**config.mk**
```make
export PLATFORM = sky130hd
export DESIGN_NAME = mult_div_unit
export DESIGN_NICKNAME = d
export VERILOG_FILES = /design/src/rtl/mdu_pkg.sv /design/src/rtl/mdu_cond_neg.sv /design/src/rtl/mult_div_unit.sv
export SDC_FILE = /design/constraint.sdc
export NUM_CORES = 1
export LEC_CHECK = 0
export BUFFER_PORTS_ARGS = -buffer_cell sky130_fd_sc_hd__clkbuf_2
export CAP_MARGIN = 20
export CORE_ASPECT_RATIO = 1.5
export CORE_MARGIN = 5
export CORE_UTILIZATION = 30
export CTS_CLUSTER_SIZE = 16
export DETAILED_ROUTE_END_ITERATION = 8
export GPL_ROUTABILITY_DRIVEN = 0
export PLACE_DENSITY = 0.45
export SETUP_SLACK_MARGIN = 0.5
export SLEW_MARGIN = 20
export SYNTH_ARGS = -nofsm -noshare
export SYNTH_HDL_FRONTEND = slang
export SYNTH_SLANG_ARGS = --single-unit
```
**constraint.sdc**
```tcl
create_clock -name clk -period 5.8 [get_ports clk]
set_input_delay 0 -clock clk [delete_from_list [all_inputs] [get_ports clk]]
set_output_delay 0 -clock clk [all_outputs]
set_load 0.02 [all_outputs]
```
**src/rtl/mdu_pkg.sv**
```systemverilog
// Shared definitions for the iterative multiply/divide unit: operation
// encoding and controller state encoding.
package mdu_pkg;

  typedef enum logic {
    MDU_MULT = 1'b0,
    MDU_DIV  = 1'b1
  } mdu_op_e;

  typedef enum logic [2:0] {
    IDLE,
    RUN,
    FIX,
    DONE,
    DZ
  } mdu_state_e;

endpackage

```
**src/rtl/mdu_cond_neg.sv**
```systemverilog
// Combinational two's-complement negate-if: y = neg ? -x : x.
module mdu_cond_neg #(
  parameter int W = 32
) (
  input  logic         neg,
  input  logic [W-1:0] x,
  output logic [W-1:0] y
);

  assign y = neg ? (~x + {{(W-1){1'b0}}, 1'b1}) : x;

endmodule

```
**src/rtl/mult_div_unit.sv**
```systemverilog
// Iterative signed/unsigned multiply and restoring divide feeding HI/LO.
// One iteration per cycle over a shared 2*WIDTH shift register.
module mult_div_unit
  import mdu_pkg::*;
#(
  parameter int WIDTH = 32
) (
  input  logic             clk,
  input  logic             reset,
  input  logic             start,
  input  logic             op,
  input  logic             is_signed,
  input  logic [WIDTH-1:0] a,
  input  logic [WIDTH-1:0] b,
  output logic             busy,
  output logic             done,
  output logic             div0,
  output logic [WIDTH-1:0] hi,
  output logic [WIDTH-1:0] lo
);

  localparam int CNT_W = $clog2(WIDTH + 1);

  mdu_state_e         state_q, state_d;
  mdu_op_e            op_q;
  logic               sign_a_q, sign_b_q;
  logic [WIDTH-1:0]   m_q;
  logic [2*WIDTH-1:0] acc_q, acc_next;
  logic [CNT_W-1:0]   counter;

  logic [WIDTH-1:0]   abs_a, abs_b;
  logic               sign_a, sign_b;
  logic [WIDTH-1:0]   acc_hi, acc_lo;
  logic [WIDTH:0]     rem_shift, add_a, add_b;
  logic [WIDTH+1:0]   add_res;
  logic               sub;
  logic [2*WIDTH-1:0] prod_fix;
  logic [WIDTH-1:0]   quo_fix, rem_fix, fix_hi, fix_lo;

  assign sign_a = is_signed & a[WIDTH-1];
  assign sign_b = is_signed & b[WIDTH-1];

  mdu_cond_neg #(.W(WIDTH)) u_abs_a (.neg(sign_a), .x(a), .y(abs_a));
  mdu_cond_neg #(.W(WIDTH)) u_abs_b (.neg(sign_b), .x(b), .y(abs_b));

  // Shared adder: MULT adds the multiplicand into P, DIV trial-subtracts the
  // divisor from the shifted remainder; bit WIDTH+1 is the DIV borrow.
  assign acc_hi    = acc_q[2*WIDTH-1:WIDTH];
  assign acc_lo    = acc_q[WIDTH-1:0];
  assign rem_shift = {acc_hi, acc_lo[WIDTH-1]};
  assign sub       = (op_q == MDU_DIV);
  assign add_a     = sub ? rem_shift : {1'b0, acc_hi};
  assign add_b     = sub ? {1'b0, m_q} : {1'b0, {WIDTH{acc_lo[0]}} & m_q};
  assign add_res   = {1'b0, add_a} + ({1'b0, add_b} ^ {(WIDTH+2){sub}})
                   + {{(WIDTH+1){1'b0}}, sub};

  always_comb begin
    if (sub) begin
      if (!add_res[WIDTH+1]) acc_next = {add_res[WIDTH-1:0], acc_lo[WIDTH-2:0], 1'b1};
      else                   acc_next = {rem_shift[WIDTH-1:0], acc_lo[WIDTH-2:0], 1'b0};
    end else begin
      acc_next = {add_res[WIDTH:0], acc_lo[WIDTH-1:1]};
    end
  end

  // Sign correction: remainder follows the dividend's sign.
  mdu_cond_neg #(.W(2*WIDTH)) u_prod_fix (.neg(sign_a_q ^ sign_b_q), .x(acc_q),  .y(prod_fix));
  mdu_cond_neg #(.W(WIDTH))   u_quo_fix  (.neg(sign_a_q ^ sign_b_q), .x(acc_lo), .y(quo_fix));
  mdu_cond_neg #(.W(WIDTH))   u_rem_fix  (.neg(sign_a_q),            .x(acc_hi), .y(rem_fix));

  assign fix_hi = sub ? rem_fix : prod_fix[2*WIDTH-1:WIDTH];
  assign fix_lo = sub ? quo_fix : prod_fix[WIDTH-1:0];

  always_ff @(posedge clk) begin
    if (!reset) state_q <= IDLE;
    else        state_q <= state_d;
  end

  always_comb begin
    // NOTE: every output of this block gets a default first so no path
    // through the case can leave one unassigned and infer a latch.
    state_d = state_q;
    busy    = 1'b0;
    done    = 1'b0;
    div0    = 1'b0;
    unique case (state_q)
      IDLE: if (start) state_d = (op == MDU_DIV && b == '0) ? DZ : RUN;
      RUN: begin
        busy = 1'b1;
        if (counter == CNT_W'(1)) state_d = FIX;
      end
      FIX: begin
        busy    = 1'b1;
        state_d = DONE;
      end
      DONE: begin
        done    = 1'b1;
        state_d = IDLE;
      end
      DZ: begin
        done    = 1'b1;
        div0    = 1'b1;
        state_d = IDLE;
      end
      default: state_d = IDLE;
    endcase
  end

  // NOTE: state registers use non-blocking assignments so every flop samples
  // the pre-edge values regardless of statement order.
  always_ff @(posedge clk) begin
    if (!reset) begin
      op_q     <= MDU_MULT;
      sign_a_q <= 1'b0;
      sign_b_q <= 1'b0;
      m_q      <= '0;
      acc_q    <= '0;
      counter  <= '0;
      hi       <= '0;
      lo       <= '0;
    end else begin
      unique case (state_q)
        IDLE: if (start) begin
          op_q     <= mdu_op_e'(op);
          sign_a_q <= sign_a;
          sign_b_q <= sign_b;
          counter  <= CNT_W'(WIDTH);
          if (op == MDU_DIV) begin
            m_q   <= abs_b;
            acc_q <= {{WIDTH{1'b0}}, abs_a};
          end else begin
            m_q   <= abs_a;
            acc_q <= {{WIDTH{1'b0}}, abs_b};
          end
        end
        RUN: begin
          acc_q   <= acc_next;
          counter <= counter - CNT_W'(1);
        end
        FIX: begin
          hi <= fix_hi;
          lo <= fix_lo;
        end
        default: ;
      endcase
    end
  end

endmodule

```
* Yosys cells after proc, flatten, opt, wreduce, memory -nomap -nowiden *
Index checks and enable logic that the tools add are counted.

storage, ports and cells
  bits in registers = 172
  latch bits = 0
  bits in writable memories = 0
  memory bits (read-only) = 0
  input port bits = 69
  output and inout port bits = 67
  logic and storage cells = 67
  memories = 0

operators by class
  add/sub/neg operators = 8
  multiply operators = 0
  divide/modulo/power cells = 0
  order comparisons = 0
  eq/ne operators = 7
  shift operators = 0
  mux-type cells = 24
  bitwise gates (word level) = 10
  reduce and logical (&&, ||, !) cells = 9

operator list
  operator                 number
  $mux W32                 9
  $mux W64                 4
  $add A32 B1 Y32 const B  4
  $not A32 Y32             4
  $pmux W64 S2             1
  $add A64 B1 Y64 const B  1
  $not A64 Y64             1
  $add A33 B34 Y34         1
  $add A34 B1 Y34          1
  $xor A32 B34 Y34         1
  $mux W33                 1
  $and A32 B32 Y32         1
  $logic_not A32 Y1        1
  $pmux W6 S2              1
  $mux W3                  3
  $pmux W3 S3              1
  $eq A3 B2 Y1 const B     2
  $eq A6 B1 Y1 const B     1
  $mux W6                  1
  $reduce_and A2 Y1        3
  $sub A6 B1 Y6 const B    1
  $ne A2 B2 Y1 const B     2
  $reduce_or A2 Y1         2
  $eq A3 B1 Y1 const B     1
  other kinds (7)          10

* Longest topological paths before layout *
Gate-level depths: netlist of run 1.

  depth after elaboration = 8
  gate-level depth with buffers = 18
  depth with buffers taken out = 14

* By module *
Synthesis of run 1 repeated with hierarchy kept, for this count alone.

unflattened totals
  cells, all modules = 1,898
  area, all modules = 15,488.6 sq um

by module, submodules not included
  module                       instances  cells each  area an instance (sq um)  sequential area each (sq um)
  mult_div_unit                1          1,296       10,731.5                  3,443.3
  mdu_cond_neg at u_abs_a ...  4          99          777.0                     0.0
  mdu_cond_neg at u_prod_fix   1          206         1,649.1                   0.0

* Worst setup path after synthesis of run 1 *
No wires, ideal clock.

  path kind = register to register
  start = reg op_q
  end = reg acc_q[42]
  setup time = 0.059 ns
  arrival time = 4.518 ns
  required time = 5.741 ns
  path slack = 1.223 ns
  stages on the path, launching flop included = 17
  buffers on the path = 7
  clock period less this slack = 4.577 ns
  path through = dfxtp_1 clkbuf_1 clkbuf_1 clkbuf_1 clkbuf_1 mux2_2 ha_1 clkbuf_1 nand4_1 or4_1 nand3_1 a311o_1 clkbuf_1 buf_1 o22ai_1 o21ai_0 and2_1

between the ends
  word-level cells in the longest chain between the ends = 7
  elaborated cells between the ends (all ways) = 8
  those cells by class = 2 x add/sub; 5 x mux; 1 x bitwise

ends and longest elaborated chain
  what                    line                  RTL
  from (decl)             mult_div_unit.sv:25   mdu_op_e op_q;
  from (signal assigned)  mult_div_unit.sv:124  op_q <= mdu_op_e'(op);
  $mux W32                mult_div_unit.sv:53   assign add_b = sub ? {1'b0, m_q} : {1'b0, {WIDTH{acc_lo[0]}} & m_q};
  $xor A32 B34 Y34        mult_div_unit.sv:54   assign add_res = {1'b0, add_a} + ({1'b0, add_b} ^ {(WIDTH+2){sub}})
  $add A33 B34 Y34        mult_div_unit.sv:54
  $add A34 B1 Y34         mult_div_unit.sv:55   + {{(WIDTH+1){1'b0}}, sub};
  $mux W64                mult_div_unit.sv:59   if (!add_res[WIDTH+1]) acc_next = {add_res[WIDTH-1:0], acc_lo[WIDTH-2:0], 1'b1};
  $mux W64 *              mult_div_unit.sv:58   if (sub) begin
  $pmux W64 S2 *          mult_div_unit.sv:122  unique case (state_q)
  to (signal assigned)    mult_div_unit.sv:130  acc_q <= {{WIDTH{1'b0}}, abs_a};
  to (signal assigned)    mult_div_unit.sv:133  acc_q <= {{WIDTH{1'b0}}, abs_b};
  to (signal assigned)    mult_div_unit.sv:137  acc_q <= acc_next;
  to (decl)               mult_div_unit.sv:28   logic [2*WIDTH-1:0] acc_q, acc_next;

Every way passes the cells marked *; elsewhere a longest branch is shown, timed or not.
A chain may end at the register's enable or synchronous reset.

* Worst setup path after layout of run 1 *
  start = reg op_q
  end = reg acc_q[54]

Same word-level chain as after synthesis.

==> results of run 1 <==
==> worst max-delay path, stage by stage, from the launching register on <==
cell	delay [ns]
dfxtp_4	0.69
buf_12	0.41
mux2_2	0.39
ha_1	0.38
a21oi_1	0.30
o21ai_0	0.19
a2111oi_0	0.52
nand3_1	0.32
a311o_1	0.38
buf_4	0.20
o221a_2	0.27
a22o_1	0.19
==> cell usage after synthesis, types with 37 or more instances <==
library cell,instances,area share [%]
ha_1,37,3.4
nand3_1,64,2.4
nor2_1,124,3.4
xor2_1,69,4.5
o21ai_0,172,6.4
nand2_1,207,5.8
a21oi_1,128,4.7
xnor2_1,69,4.5
a21boi_0,37,2.1
dfxtp_1,172,25
clkbuf_1,136,3.8
and2_1,40,1.9
mux2i_1,55,4.1
==> registers in the layout (all words and copies together), names as in the netlist <==
signal and count:
acc_q 64, counter 6, hi 32, lo 32, m_q 32, op_q 1, sign_a_q 1, sign_b_q 1
state_q 3
==> cells by family (layout without fill, tap and decap cells) <==
group / Yosys count / after routing / share of synthesized area (%)
DFF: 172 / 172 / 25.50
muxes: 84 / 84 / 6.495
adders and majority gates: 38 / 38 / 3.576
AOI/OAI and AO/OA: 590 / 590 / 28.55
buffers and inverters: 180 / 226 / 5.077
xor gates and xnor gates: 138 / 138 / 8.950
and+or+nand+nor: 606 / 606 / 21.86
==> layer usage <==
metal,wire length [um],global-route usage [%],vias up
met4,3742,13.46,0
met2,27710,38.22,359
li1,-,-,6659
met3,1354,1.684,130
met5,0,0,-
met1,19750,21.93,6492
==> power breakdown <==
group / total, mW / switching [mW] / internal (mW)
combinational: 1.44 / 0.920 / 0.517
clock: 1.20 / 0.579 / 0.624
sequential: 1.50 / 0.193 / 1.31
==> cell type report <==
type | count | area [um2]
flip-flops and latches | 172 | 3447
well taps | 582 | 728.2
inverters | 26 | 97.59
repair buffers | 168 | 970.9
multi-input cells | 1456 | 9398
fillers | 4917 | 29450
clock inverters | 13 | 156.4
clock buffers | 19 | 442.9
==> per-stage QoR <==
step / hold slack, ns / cells
2_1_floorplan: 0.1891 / 1808
3_3_place_gp: 0.4166 / 2391
3_5_place_dp: 0.4323 / 2391
4_1_cts: 0.002386 / 2436
5_1_grt: 0.02342 / 2436
6_report: 0.001600 / 2436
==> path summary, 6_finish.rpt <==
kind                        from  slack [ns]                endpoint  cells after the start
max            op_q$_SDFFE_PN0P_        1.35  acc_q[54]$_SDFFE_PN0P_                     11
min                        b[11]       0.002    m_q[11]$_SDFFE_PN0P_                      4
max reg2reg    op_q$_SDFFE_PN0P_        1.35  acc_q[54]$_SDFFE_PN0P_                     11
min reg2reg  hi[21]$_SDFFE_PN0P_        0.48     hi[21]$_SDFFE_PN0P_                      2
==> results.md, run 1 <==
- Status: completed
- # setup viols final: 0
- Power Total: 4.140 mW
- Worst-Skew Late Latency: 0.47 ns
- First-pass GRT wire length: 79550 um
- Post-route cell area: 15240 um2
- Syn_area_per_cell: 7.469 um2
- Mapped cell area: 13500 um2
- Synthesized instance count: 1808
- Antenna violations before repair: 0
- FP Rows: 95
- Nets: 1948
- Critical path required time: 6.15 ns
- Commonest non-fill, non-tap cell in the layout: nand2_1
- Max Buffers Root-to-Sink: 2
- Clock root buffer: clkbuf_16
- Die area: 49440 um2
- DRT iter0 DRCs: 908
- Grt ovf: 0
- DRC viols: 0
- CP max FO: 89
- P_leak: 6.125 nW
- Die height: 269.9 um
- Sinks on Clock Net: 172
- Synthesis-to-layout area growth: 12.86%
- Sequential element share of the synthesized area: 25.50%
- Vias in the first global route: 13511
- Antenna Cells: 0
- H-tree lvl count: 4
- Boundary pin count: 136
- Worst EP arrival: 4.81 ns
- FF+latch count, synth: 172
- CTS Hold Bufs: 13
- Max Fclk: 224.5 MHz
- CTS tree: yes
- Worst slew pin tran: 0.9635 ns
- Max-Cap Viols: 0
- Top FF cell, synth: dfxtp_1
- Setup slack at placement: 1.451 ns
- Syn Nets: 1915
- Classification of the worst-slack hold path: input port to register
- RSZ-0062 raised after global routing: no
- Largest net degree at the start of global routing: 102
- Cell variety after synth: 77
- Routed vias: 13640
- Routed len/inst: 21.57 um
- # port buffers: 135
- Yosys warning total: 0
- Detailed Route WL: 52550 um
- Pwr/cell area: 271.6 nW/um2
- Max VDD drop: 153.9 uV
- CP Class: register to register
- Setup bufs post-CTS: 0
- Final worst path period need: 4.455 ns
- Post-synth EDFFs: 0
- Initial Util: 30.22%
- Final HPWL DP: 40740 um
- Max-slew headroom: 35.77%
- Most frequent cells in the layout: nand2_1 (207), o21ai_0 (172), dfxtp_1 (171)
- Post-synth ARST share: 0%
- Chip Width: 183.2 um
- ANT nets after route: 0
- Clk_skew: 0.01617 ns
- Layout cells sized above 1: 12.94%
- Post-CTS sizing: 0
- Final core occ: 34.10%
- Final period util: 76.81%
- Iteration count of the initial detailed-routing pass: 5
- TNS Setup: 0 ns
- Core area: 44690 um2
- Fin. max-slew vios: 0
- Final Hold Fails: 0
- Post-placement cell area: 14510 um2
- Post-DR vias/cell: 5.599
- CP startpoint kind: register
- Gr usage total: 20.60%
- Worst setup EP type: register
- Clk pin slew, worst setup/hold paths: 0.07 ns
- CTS buffer count: 17
- Final WS setup: 1.345 ns
Power figures use the tool's default switching activity.
==> run 2, diff against run 1 <==
--- a/config.mk
+++ b/config.mk
@@ -13,7 +13,7 @@
 export CTS_CLUSTER_SIZE = 16
 export DETAILED_ROUTE_END_ITERATION = 8
 export GPL_ROUTABILITY_DRIVEN = 0
-export PLACE_DENSITY = 0.45
+export PLACE_DENSITY = 0.47
 export SETUP_SLACK_MARGIN = 0.5
 export SLEW_MARGIN = 20
 export SYNTH_ARGS = -nofsm -noshare
==> constraint.sdc (replaced) <==
create_clock -name clk -period 3.7 [get_ports clk]
set_input_delay 0 -clock clk [delete_from_list [all_inputs] [get_ports clk]]
set_output_delay 0 -clock clk [all_outputs]
set_load 0.02 [all_outputs]
==> run 2 against run 1 <==
  * Die area stayed put
  * First-iteration DRC count is 16% lower
  * Global-route usage is 0.80 points higher
  * Non-clock buffer count is 180 higher
  * Utilization is 6.3 points higher
  * Sequential share of layout area is 3.5 points lower
  * Final area is 19% higher
  * Maximum frequency is 35% higher
  * Largest power group is now combinational cells
  * Clock skew is 0.0018 ns higher
  * Sequential power is 51% higher
  * Sequential cell count stayed put
==> results.md, run 2 (synthesized netlist as in run 1, its figures left out) <==
- Worst Hold Path EP: acc_q[31]$_SDFFE_PN0P_
- CP cell instances: buf_12, buf_16, mux2_4, ha_4, nand4_1, buf_4, or4_4, nand3_4, a311o_2, o21ai_0, or3_1, a21boi_1
- Synthesis-to-layout area growth: 33.83%
- Chip Width: 183.2 um (unchanged)
- Sinks on Clock Net: 172 (unchanged)
- Classification of the worst-slack hold path: input port to register
- Iteration count of the initial detailed-routing pass: 5 (unchanged)
- DRC viols: 0 (unchanged)
- Hold Path Stages: 4 (unchanged)
- Most frequent cells in the layout: nand2_1 (201), dfxtp_1 (169), buf_4 (159)
- Commonest non-fill, non-tap cell in the layout: nand2_1
- Comb pwr share: 41.0% (+6.3 points)
- FF-to-FF End: acc_q[59]$_SDFFE_PN0P_
- Routed len/inst: 21.22 um (-1.6%)
- Status: completed
- CP Class: register to register
- Critical path required time: 4.08 ns (-2.07 ns)
- Die height: 269.9 um (unchanged)
- Fin. max-slew vios: 0 (unchanged)
- Net Sw Power: 2.817 mW (+67%)
- CTS buffer count: 17 (unchanged)
- ANT nets after route: 0 (unchanged)
- Worst EP arrival: 3.68 ns (-1.13 ns)
- Max-slew headroom: 33.66% (-2.1 points)
- Antenna violations before repair: 0 (unchanged)
- CP max FO: 6 (-93%)
- DRT iter0 DRCs: 760 (-16%)
- Initial Util: 30.22% (unchanged)
- Max Buffers Root-to-Sink: 2 (unchanged)
- Clock share of power: 27.0% (-2.1 points)
- First-pass GRT wire length: 83540 um (+5.0%)
- Clk_skew: 0.01798 ns (+0.001809 ns)
- Post-DR vias/cell: 5.509 (-1.6%)
- Nets: 2128 (+9.2%)
- Reg2reg start: op_q$_SDFFE_PN0P_
- Max-Cap Viols: 0 (unchanged)
- Final Hold Fails: 0 (unchanged)
- Layout cells sized above 1: 26.65% (+14 points)
- FP Rows: 95 (unchanged)
- Slowest-stage cell, CP: or4_4
- H-tree lvl count: 4 (unchanged)
- Boundary pin count: 136 (unchanged)
- Clk pin slew, worst setup/hold paths: 0.07 ns (about the same)
- Antenna Cells: 0 (unchanged)
- Grt ovf: 0 (unchanged)
- Max VDD drop: 308.7 uV (+100%)
- Cell depth of the worst flop-to-flop path: 12 (+1)
- Largest net degree at the start of global routing: 102 (unchanged)
- Final worst path period need: 3.304 ns (-1.150 ns)
- Gr usage total: 21.40% (+0.80 points)
- Core area: 44690 um2 (unchanged)
- P_leak: 7.319 nW (+19%)
- Die area: 49440 um2 (unchanged)
- Worst path buffer plus inverter count: 3 (+1)
- Fill cells: 4639 (-5.7%)
- Final core occ: 40.44% (+6.3 points)
- Post-route cell area: 18070 um2 (+19%)
- CP startpoint kind: register
- Pwr/cell area: 390.1 nW/um2 (+44%)
- Sequential power share: 32.1% (-4.1 points)
- Detailed Route WL: 55500 um (+5.6%)
- RSZ-0062 raised after global routing: yes
- # port buffers: 135 (unchanged)
- R2R setup slack: 0.40 ns (-0.95 ns)
- Critical path's largest stage delay: 0.55 ns (-0.14 ns)
- Worst setup EP type: register
- CTS tree: yes
- Max reg flops: 64 (unchanged)
- Routed vias: 14412 (+5.7%)
- Worst-Skew Late Latency: 0.47 ns (about the same)
- Worst slew pin tran: 0.9951 ns (+0.03169 ns)
- Final period util: 89.31% (+13 points)
- # setup viols final: 0 (unchanged)
- Max Fclk: 302.6 MHz (+35%)
- CP top delay family: simple AND/OR/NAND/NOR gates
- Post-placement cell area: 15890 um2 (+9.5%)
- Switching Share: 39.95% (-0.90 points)
- Pint: 4.233 mW (+73%)
- Reg with most FFs: acc_q
- Clock root buffer: clkbuf_16
- Hold Startpoint: is_signed
- TNS Setup: 0 ns (unchanged)
- Vias in the first global route: 14373 (+6.4%)
- Final HPWL DP: 41940 um (+2.9%)
run 2: cell types whose count changed in the layout (fill, tap and decap cells not counted), moves of 18 or more:
cell and change:
a21oi_1 -18, ha_4 +21, o21ai_1 +29, o21ai_0 -49, buf_4 +139, ha_1 -25
run 2: worst min-delay path: cells and delay by family:
kind            cells  cell delay, ns
simple gates        1            0.08
buf+inv             1            0.13
compound gates      2            0.21
run 2: power groups by stage:
stage                     logic, mW  clock network, mW  registers [mW]
after floorplan                1.70                  0            2.29
after global placement         2.56                  0            2.29
after detailed placement       2.58                  0            2.29
after CTS                      2.70               1.96            2.26
after global routing           3.12               2.02            2.29
final                          2.89               1.90            2.26
run 2: how the worst max path moves through the flow:
stage | end | from | cells after the start
2_1_floorplan | acc_q[51]$_SDFFE_PN0P_ | op_q$_SDFFE_PN0P_ | 16
3_3_place_gp | acc_q[63]$_SDFFE_PN0P_ | op_q$_SDFFE_PN0P_ | 13
3_5_place_dp | acc_q[54]$_SDFFE_PN0P_ | op_q$_SDFFE_PN0P_ | 12
4_1_cts | acc_q[54]$_SDFFE_PN0P_ | op_q$_SDFFE_PN0P_ | 13
5_1_grt | acc_q[36]$_SDFFE_PN0P_ | op_q$_SDFFE_PN0P_ | 14
6_report | acc_q[59]$_SDFFE_PN0P_ | op_q$_SDFFE_PN0P_ | 12
run 2: timing repair:
action | CTS | global route
gates resized for setup | 58 | 117
endpoints found under the hold margin | 20 | 0
hold buffers | 22 | 0
cloned | 3 | 5
buffers inserted | 14 | 39
pin swaps | 15 | 70
setup endpoints to repair | 41 | 47
run 2: cell type report:
class	instances	area (um2)	area share (%)
repair buffers	348	2690	14.89
well taps	582	728.2	4.029
multi-input cells	1456	10490	58.07
clock inverters	12	140.1	0.7754
clock buffers	20	467.9	2.589
flip-flops and latches	172	3452	19.10
inverters	26	100.1	0.5539
run 2: per-layer routing:
layer / up-vias / GRT usage (%) / share of wire [%]
met5: - / 0 / 0
met4: 0 / 14.36 / 8.0
met3: 148 / 2.102 / 2.8
met2: 358 / 38.94 / 52
met1: 6873 / 23.07 / 37
li1: 7033 / - / -
run 2: stage by stage:
step | cells | total power [mW] | setup slack [ns] | hold WS (ns)
global placement | 2501 | 4.855 | 0.2679 | 0.4135
CTS | 2572 | 6.914 | 0.4624 | 0.00001732
floorplan | 1808 | 3.997 | 0.2837 | 0.1891
finish | 2616 | 7.050 | 0.3955 | 0.01479
global route | 2616 | 7.425 | 0.2910 | 0.04407
detailed placement | 2501 | 4.874 | 0.2459 | 0.4061
